### src/rtl/dac_spi_tx.sv
// dac_spi_tx: serialises one 16-bit DAC word {2'b00, pd_mode, data_in}
// MSB first over a SYNC/SCLK/DIN three-wire link. SCLK idles high and the
// DAC samples DIN on SCLK falling edges. Frame period is 35*CLK_DIV clocks.
module dac_spi_tx #(
    parameter int CLK_DIV = 4
) (
    input  logic        clk,
    input  logic        rst,
    input  logic [11:0] data_in,
    input  logic [1:0]  pd_mode,
    input  logic        valid,
    output logic        ready,
    output logic        done,
    output logic        sync,
    output logic        sclk,
    output logic        sdin
);

    localparam logic [1:0] S_IDLE  = 2'd0;
    localparam logic [1:0] S_SETUP = 2'd1;
    localparam logic [1:0] S_SHIFT = 2'd2;
    localparam logic [1:0] S_HOLD  = 2'd3;

    // Last count of one SCLK half-period.
    localparam logic [8:0] DIV_LAST  = 9'(CLK_DIV - 1);
    // HOLD ends one cycle early: ready rises on the last hold cycle so the
    // earliest next accept edge lands exactly 2*CLK_DIV clocks after sync rose.
    localparam logic [8:0] HOLD_LAST = 9'(2 * CLK_DIV - 2);

    logic [1:0]  state;
    logic [8:0]  div_cnt;
    logic [3:0]  bit_cnt;
    logic [14:0] shreg;      // remaining bits below the one currently on sdin
    logic [15:0] frame_in;

    assign frame_in = {2'b00, pd_mode, data_in};

    // Frame sequencer: every output is a register updated here.
    always_ff @(posedge clk) begin
        if (!rst) begin
            state   <= S_IDLE;
            div_cnt <= '0;
            bit_cnt <= '0;
            shreg   <= '0;
            ready   <= 1'b1;
            done    <= 1'b0;
            sync    <= 1'b1;
            sclk    <= 1'b1;
            sdin    <= 1'b0;
        end else begin
            done <= 1'b0;
            case (state)
                S_IDLE: begin
                    if (valid && ready) begin
                        shreg   <= frame_in[14:0];
                        sdin    <= frame_in[15];
                        sync    <= 1'b0;
                        ready   <= 1'b0;
                        div_cnt <= '0;
                        bit_cnt <= 4'd15;
                        state   <= S_SETUP;
                    end
                end
                S_SETUP: begin
                    // sync low with sclk high for one half-period before bit 15
                    if (div_cnt == DIV_LAST) begin
                        div_cnt <= '0;
                        sclk    <= 1'b0;
                        state   <= S_SHIFT;
                    end else begin
                        div_cnt <= div_cnt + 9'd1;
                    end
                end
                S_SHIFT: begin
                    if (div_cnt == DIV_LAST) begin
                        div_cnt <= '0;
                        if (!sclk) begin
                            // rising edge: DAC has sampled, present the next bit
                            sclk  <= 1'b1;
                            sdin  <= shreg[14];
                            shreg <= {shreg[13:0], 1'b0};
                        end else if (bit_cnt == 4'd0) begin
                            // all 16 bits clocked out: release the DAC
                            sync  <= 1'b1;
                            sdin  <= 1'b0;
                            done  <= 1'b1;
                            state <= S_HOLD;
                        end else begin
                            sclk    <= 1'b0;
                            bit_cnt <= bit_cnt - 4'd1;
                        end
                    end else begin
                        div_cnt <= div_cnt + 9'd1;
                    end
                end
                S_HOLD: begin
                    if (div_cnt == HOLD_LAST) begin
                        div_cnt <= '0;
                        ready   <= 1'b1;
                        state   <= S_IDLE;
                    end else begin
                        div_cnt <= div_cnt + 9'd1;
                    end
                end
                default: state <= S_IDLE;
            endcase
        end
    end

endmodule

### config.mk
export PLATFORM = sky130hd
export DESIGN_NAME = dac_spi_tx
export DESIGN_NICKNAME = d
export VERILOG_FILES = /design/src/rtl/dac_spi_tx.sv
export SDC_FILE = /design/constraint.sdc
export NUM_CORES = 1
export LEC_CHECK = 0
export CAP_MARGIN = 25
export CORE_ASPECT_RATIO = 1.5
export CORE_MARGIN = 2
export CORE_UTILIZATION = 55
export DETAILED_ROUTE_END_ITERATION = 10
export GPL_TIMING_DRIVEN = 1
export HOLD_SLACK_MARGIN = 0.08
export PLACE_DENSITY = 0.86
export RECOVER_POWER = 50
export REMOVE_ABC_BUFFERS = 1
export SLEW_MARGIN = 20
export SYNTH_ARGS = -nofsm -noshare
export SYNTH_HDL_FRONTEND = slang
export SYNTH_SLANG_ARGS = --single-unit
### constraint.sdc
create_clock -name clk -period 2.5 [get_ports clk]
set_clock_uncertainty 0.05 [all_clocks]
set_input_delay 0.5 -clock clk [delete_from_list [all_inputs] [get_ports clk]]
set_output_delay 0.5 -clock clk [all_outputs]
set_load 0.005 [all_outputs]
### After elaboration in Yosys (flattened, before gate mapping)

Index checks and enable logic that the tools add are counted.

| operators by class | value |
|---|---|
| bitwise operators | 0 |
| shift-type cells | 0 |
| muxes and demuxes | 36 |
| reduce and logical (&&, ||, !) cells | 15 |
| divide/modulo/power cells | 0 |
| eq/ne operators | 14 |
| add/subtract/negate cells | 2 |
| $mul | 0 |
| order comparisons | 0 |

Operator list:

| cell | number |
|---|---|
| $mux W15 | 3 |
| $pmux W15 S2 | 1 |
| $mux W9 | 3 |
| $pmux W9 S3 | 1 |
| $mux W4 | 4 |
| $ne A2 B2 Y1 const B | 8 |
| $mux W1 | 12 |
| $mux W2 | 6 |
| $reduce_and A4 Y1 | 3 |
| $reduce_and A5 Y1 | 2 |
| $add A9 B1 Y9 const B | 1 |
| $eq A9 B2 Y1 const B | 1 |
| $eq A9 B3 Y1 const B | 1 |
| $pmux W1 S2 | 4 |
| $pmux W2 S4 | 1 |
| $pmux W4 S2 | 1 |
| $reduce_and A3 Y1 | 2 |
| $reduce_and A6 Y1 | 1 |
| $reduce_bool A2 Y1 | 3 |
| $eq A2 B2 Y1 const B | 2 |
| $logic_not A4 Y1 | 1 |
| $sub A4 B1 Y4 const B | 1 |
| $ne A3 B3 Y1 const B | 1 |
| $eq A2 B1 Y1 const B | 1 |
| other kinds (3) | 3 |

| word-level totals | value |
|---|---|
| output and inout port bits | 5 |
| memory bits (read-only) | 0 |
| memories kept | 0 |
| logic and storage cells | 76 |
| flip-flop bits (word level) | 35 |
| RAM bits | 0 |
| bits in latches | 0 |

### Logic depth before layout (Yosys ltp)

| depth | value |
|---|---|
| depth in word-level cells | 5 |
| depth in mapped cells | 8 |

### Least setup slack after synthesis

Ideal clock, no wire load.

| timing path | value |
|---|---|
| path type | register to register |
| from | register div_cnt[1] |
| to | register state[0] |
| cell stages (with the launch flop) | 7 |
| data arrival time | 1910 ps |
| data required time | 2334 ps |
| setup time | 116 ps |
| path buffers | 0 |
| path slack | 424 ps |
| cells stage by stage | dfxtp_1 -> ha_1 -> or4b_2 -> o21ai_0 -> nand2_1 -> or4_1 -> o211a_1 |

| on the way | value |
|---|---|
| cells in the longest elaborated chain, start to end | 3 |

RTL lines:

| what | RTL line | source |
|---|---|---|
| from (decl) | 31 | `logic [8:0] div_cnt;` |
| from (signal assigned) | 71 | `div_cnt <= div_cnt + 9'd1;` |
| from (signal assigned) | 93 | `div_cnt <= div_cnt + 9'd1;` |
| from (signal assigned) | 102 | `div_cnt <= div_cnt + 9'd1;` |
| $eq A9 B2 Y1 / $eq A9 B3 Y1 (equally long branches) | 66, 75, 97 |  |
| $ne A2 B2 Y1 (no source line) | - |  |
| $reduce_and A6 Y1 (no source line) * | - |  |
| to (signal assigned) | 61 | `state <= S_SETUP;` |
| to (signal assigned) | 69 | `state <= S_SHIFT;` |
| to (signal assigned) | 87 | `state <= S_HOLD;` |
| to (decl) | 30 | `logic [1:0] state;` |

Every way passes the cells marked *; elsewhere a longest branch is shown, timed or not.
A chain may end at the register's enable or synchronous reset.

### Final worst setup path

| timing path | value |
|---|---|
| from | register div_cnt[1] |
| to | register div_cnt[2] |

| on the way | value |
|---|---|
| cells in the longest elaborated chain, start to end | 3 |

RTL lines:

| what | RTL line | source |
|---|---|---|
| $add A9 B1 Y9, or another cell as far along | 71, 93, 102 |  |
| $mux W9 (on tied branches) | 97, 66, 75 |  |
| $pmux W9 S3 * | 52 | `case (state)` |

Marked as above.

==> results.cfg <==
[run_status]
run_status = completed

[timing]
final_worst_setup_slack_ns = 0.237
setup-violations-final = 0
drv_slew = 0
max_slew_margin_pct = 54.6
period_needed_ns = 2.26
fin_hold_ws_ns = 0.417
timing.final.crit_share_pct = 90.5
timing.fmax_mhz = 442
tightest_slew_ns = 0.681
rsz0062_at_grt = no
finalHoldViolations = 0

[worst_setup_path]
timing.critical_path.from = div_cnt[1]$_SDFFE_PN0N_
crit_path_arrival_time_ns = 2.40
worst-setup-path-type = flop to flop
worst-path-max-fanout = 9
setup.worst_path.start_class = flop
r2r_end = div_cnt[2]$_SDFFE_PN0N_
timing.reg2reg.setup_slack_ns = 0.24
worstPathRequired_ns = 2.63
critical_path.endpoint_type = flop
timing.reg2reg.worst_path_depth = 6
regToRegStartpoint = div_cnt[1]$_SDFFE_PN0N_

[global_routing]
grt_overflow_total = 0
grt_usage_pct = 22.6
antenna_violations_before_repair = 0
pin_count_of_the_biggest_net_entering_global_routing = 29
grt_pass1_vias = 1549
first_pass_grt_wire_length_microns = 6530

[synthesis]
yosysUniqueCellTypes = 43
syn_area_sq_mm = 0.00182
synthesized_area_per_cell_sq_um = 8.48
synth_enable_flop_cells = 0
postSynthRegisterBits = 35
synth-main-ff-cell = sky130_fd_sc_hd__dfxtp_1
syn-instance-count = 215
yosys_warnings = 0
asyncSetResetFlopFracSynth_pct = 0
synth-seq-area-share_pct = 38.4

[drt]
routed_wl_microns = 3810
routed_via_density = 5.79
met3_wirelength_microns = 146
dr_wl_met2_microns = 2020
drt_pre_antenna_iters = 4
route.detailed.wl_per_inst_microns = 13.6
drt_first_iter_violations = 40
antenna_left = 0
top_signal_layer_used = met4
via_count = 1621
wirelength_met1_microns = 1560
drcViolationCount = 0

[clock_network]
clkTransAtPathRegs_ns = 0.07
clock_tree.buffer_depth = 2
cts_tree = done
worst_skew_pair.late_latency_ns = 0.29
numClockSinks = 35
tritoncts.num_buffers = 5
root_buffer = sky130_fd_sc_hd__clkbuf_8
hold_buf_cts = 0
post_cts_resized = 0
htreeDepth = 2
post_cts_buffers = 0

[hold_path]
worstHoldPathType = flop to flop
min_delay_path_depth = 2
hold-path-endpoint = sdin$_SDFFE_PN0P_
hold_path.startpoint = shreg[14]$_SDFFE_PN0P_

[placement]
pre_cts_worst_setup_slack_ns = 0.276
hpwlAfterDp_microns = 2740
count_of_buffers_inserted_at_the_top_level_ports = 21
gp_routability_congestion = 0.815

[layout]
layout-drive-gt1-share_pct = 9.58
flow.area_growth_from_synthesis_pct = 19.4
most-common-layout-cells = sky130_fd_sc_hd__dfxtp_1, sky130_fd_sc_hd__nand2_1, sky130_fd_sc_hd__nor2_1
antennaDiodeCount = 0
nets = 265
layout.cells.most_common = sky130_fd_sc_hd__dfxtp_1

[floorplanning]
ios = 22
die-width_microns = 51.0
design.die.area_sq_mm = 0.00380
effective_utilization_at_floorplan_pct = 57.7
rows = 25
core_sq_mm = 0.00316
die_h_microns = 74.5

[power_and_ir_drop]
power.switching_fraction_pct = 38.8
powerDensity_mw_per_mm2 = 977
leakage_uw = 0.000785
power.switching_uw = 827
power.sequential.fraction_pct = 36.8
vdd_ir_drop_max_v = 0.000842
pwr-share-comb_pct = 43.4
internal_power_uw = 1300
share_clk_of_total_power_pct = 19.8

[run]
drv_cap = 0
## power groups by stage
stage | Clock, uW | Sequential (uW) | Combinational, uW
final | 422 | 783 | 923
after global placement | 0 | 790 | 902
after global routing | 448 | 800 | 1040
after detailed placement | 0 | 794 | 918
after floorplan | 0 | 774 | 677
after CTS | 418 | 783 | 930
## metrics by stage
step,cell area [sq um],instances,power [uW],utilization (%),TNS [ns]
final,2180,280,2130,69.0,0
after global routing,2180,280,2280,69.0,0
after CTS,2180,280,2130,69.1,0
after detailed placement,2090,273,1710,66.3,0
after global placement,2090,273,1690,66.3,0
after floorplan,1780,205,1450,-,-0.860
## cell usage after synthesis, drive strengths merged (2+ instances only)
master / count / area share [%]
dfxtp: 35 / 38
nand2: 25 / 5.1
nor2: 19 / 3.9
a21oi: 14 / 4.0
a211oi: 13 / 5.3
mux2i: 13 / 7.1
nand3: 13 / 3.6
ha: 8 / 5.5
o21ai: 8 / 2.2
inv: 7 / 1.4
a31oi: 6 / 2.1
clkbuf: 6 / 1.2
or3: 5 / 1.7
buf: 4 / 1.1
nor3: 4 / 1.1
nand2b: 3 / 1.0
nand3b: 3 / 1.2
a21boi: 2 / 0.82
a21o: 2 / 0.82
and3: 2 / 0.69
nor4: 2 / 0.69
o22ai: 2 / 0.69
or2: 2 / 0.69
or4: 2 / 1.0
## flip-flops by register name (all words and copies together), names as in the netlist
| register | count |
|---|---|
| sdin | 1 |
| done | 1 |
| shreg | 15 |
| sclk | 1 |
| state | 2 |
| div_cnt | 9 |
| bit_cnt | 4 |
| sync | 1 |
| ready | 1 |
## critical path, stage by stage (launching register included)
cell                       delay, ns
sky130_fd_sc_hd__dfxtp_1        0.39
sky130_fd_sc_hd__ha_1           0.24
sky130_fd_sc_hd__or4b_2         0.63
sky130_fd_sc_hd__o21ai_0        0.28
sky130_fd_sc_hd__a21oi_1        0.28
sky130_fd_sc_hd__nand3b_1       0.18
sky130_fd_sc_hd__a31oi_1        0.09
## worst max path at each step
stage | end | slack, ns | depth (start not counted)
5_1_grt | div_cnt[2]$_SDFFE_PN0N_ | 0.07 | 6
3_3_place_gp | state[0]$_SDFFE_PN0P_ | 0.30 | 5
3_5_place_dp | div_cnt[2]$_SDFFE_PN0N_ | 0.28 | 6
6_report | div_cnt[2]$_SDFFE_PN0N_ | 0.24 | 6
4_1_cts | div_cnt[2]$_SDFFE_PN0N_ | 0.26 | 6
2_1_floorplan | shreg[10]$_SDFFE_PN0P_ | -0.07 | 6
## layout make-up
type                    instances  area (sq um)
multi-input cells             162          1050
fillers                       261           981
flip-flops and latches         35           701
repair buffers                 28           263
clock buffers                   6          82.6
well taps                      40          50.0
inverters                       8          30.0
clock inverters                 1          5.00
## cell families after synthesis
group	share of synthesized area, %
and+or+nand+nor	24.3
DFF	38.4
AOI/OAI and AO/OA	20.1
muxes	7.75
adders and majority gates	5.49
buffers and inverters	3.98
## layer usage
metal | up-vias | track usage [%]
met2 | 41 | 41.8
met5 | - | 0
li1 | 827 | -
met4 | 0 | 11.1
met3 | 8 | 6.02
met1 | 745 | 23.2
Power figures use the tool's default switching activity.
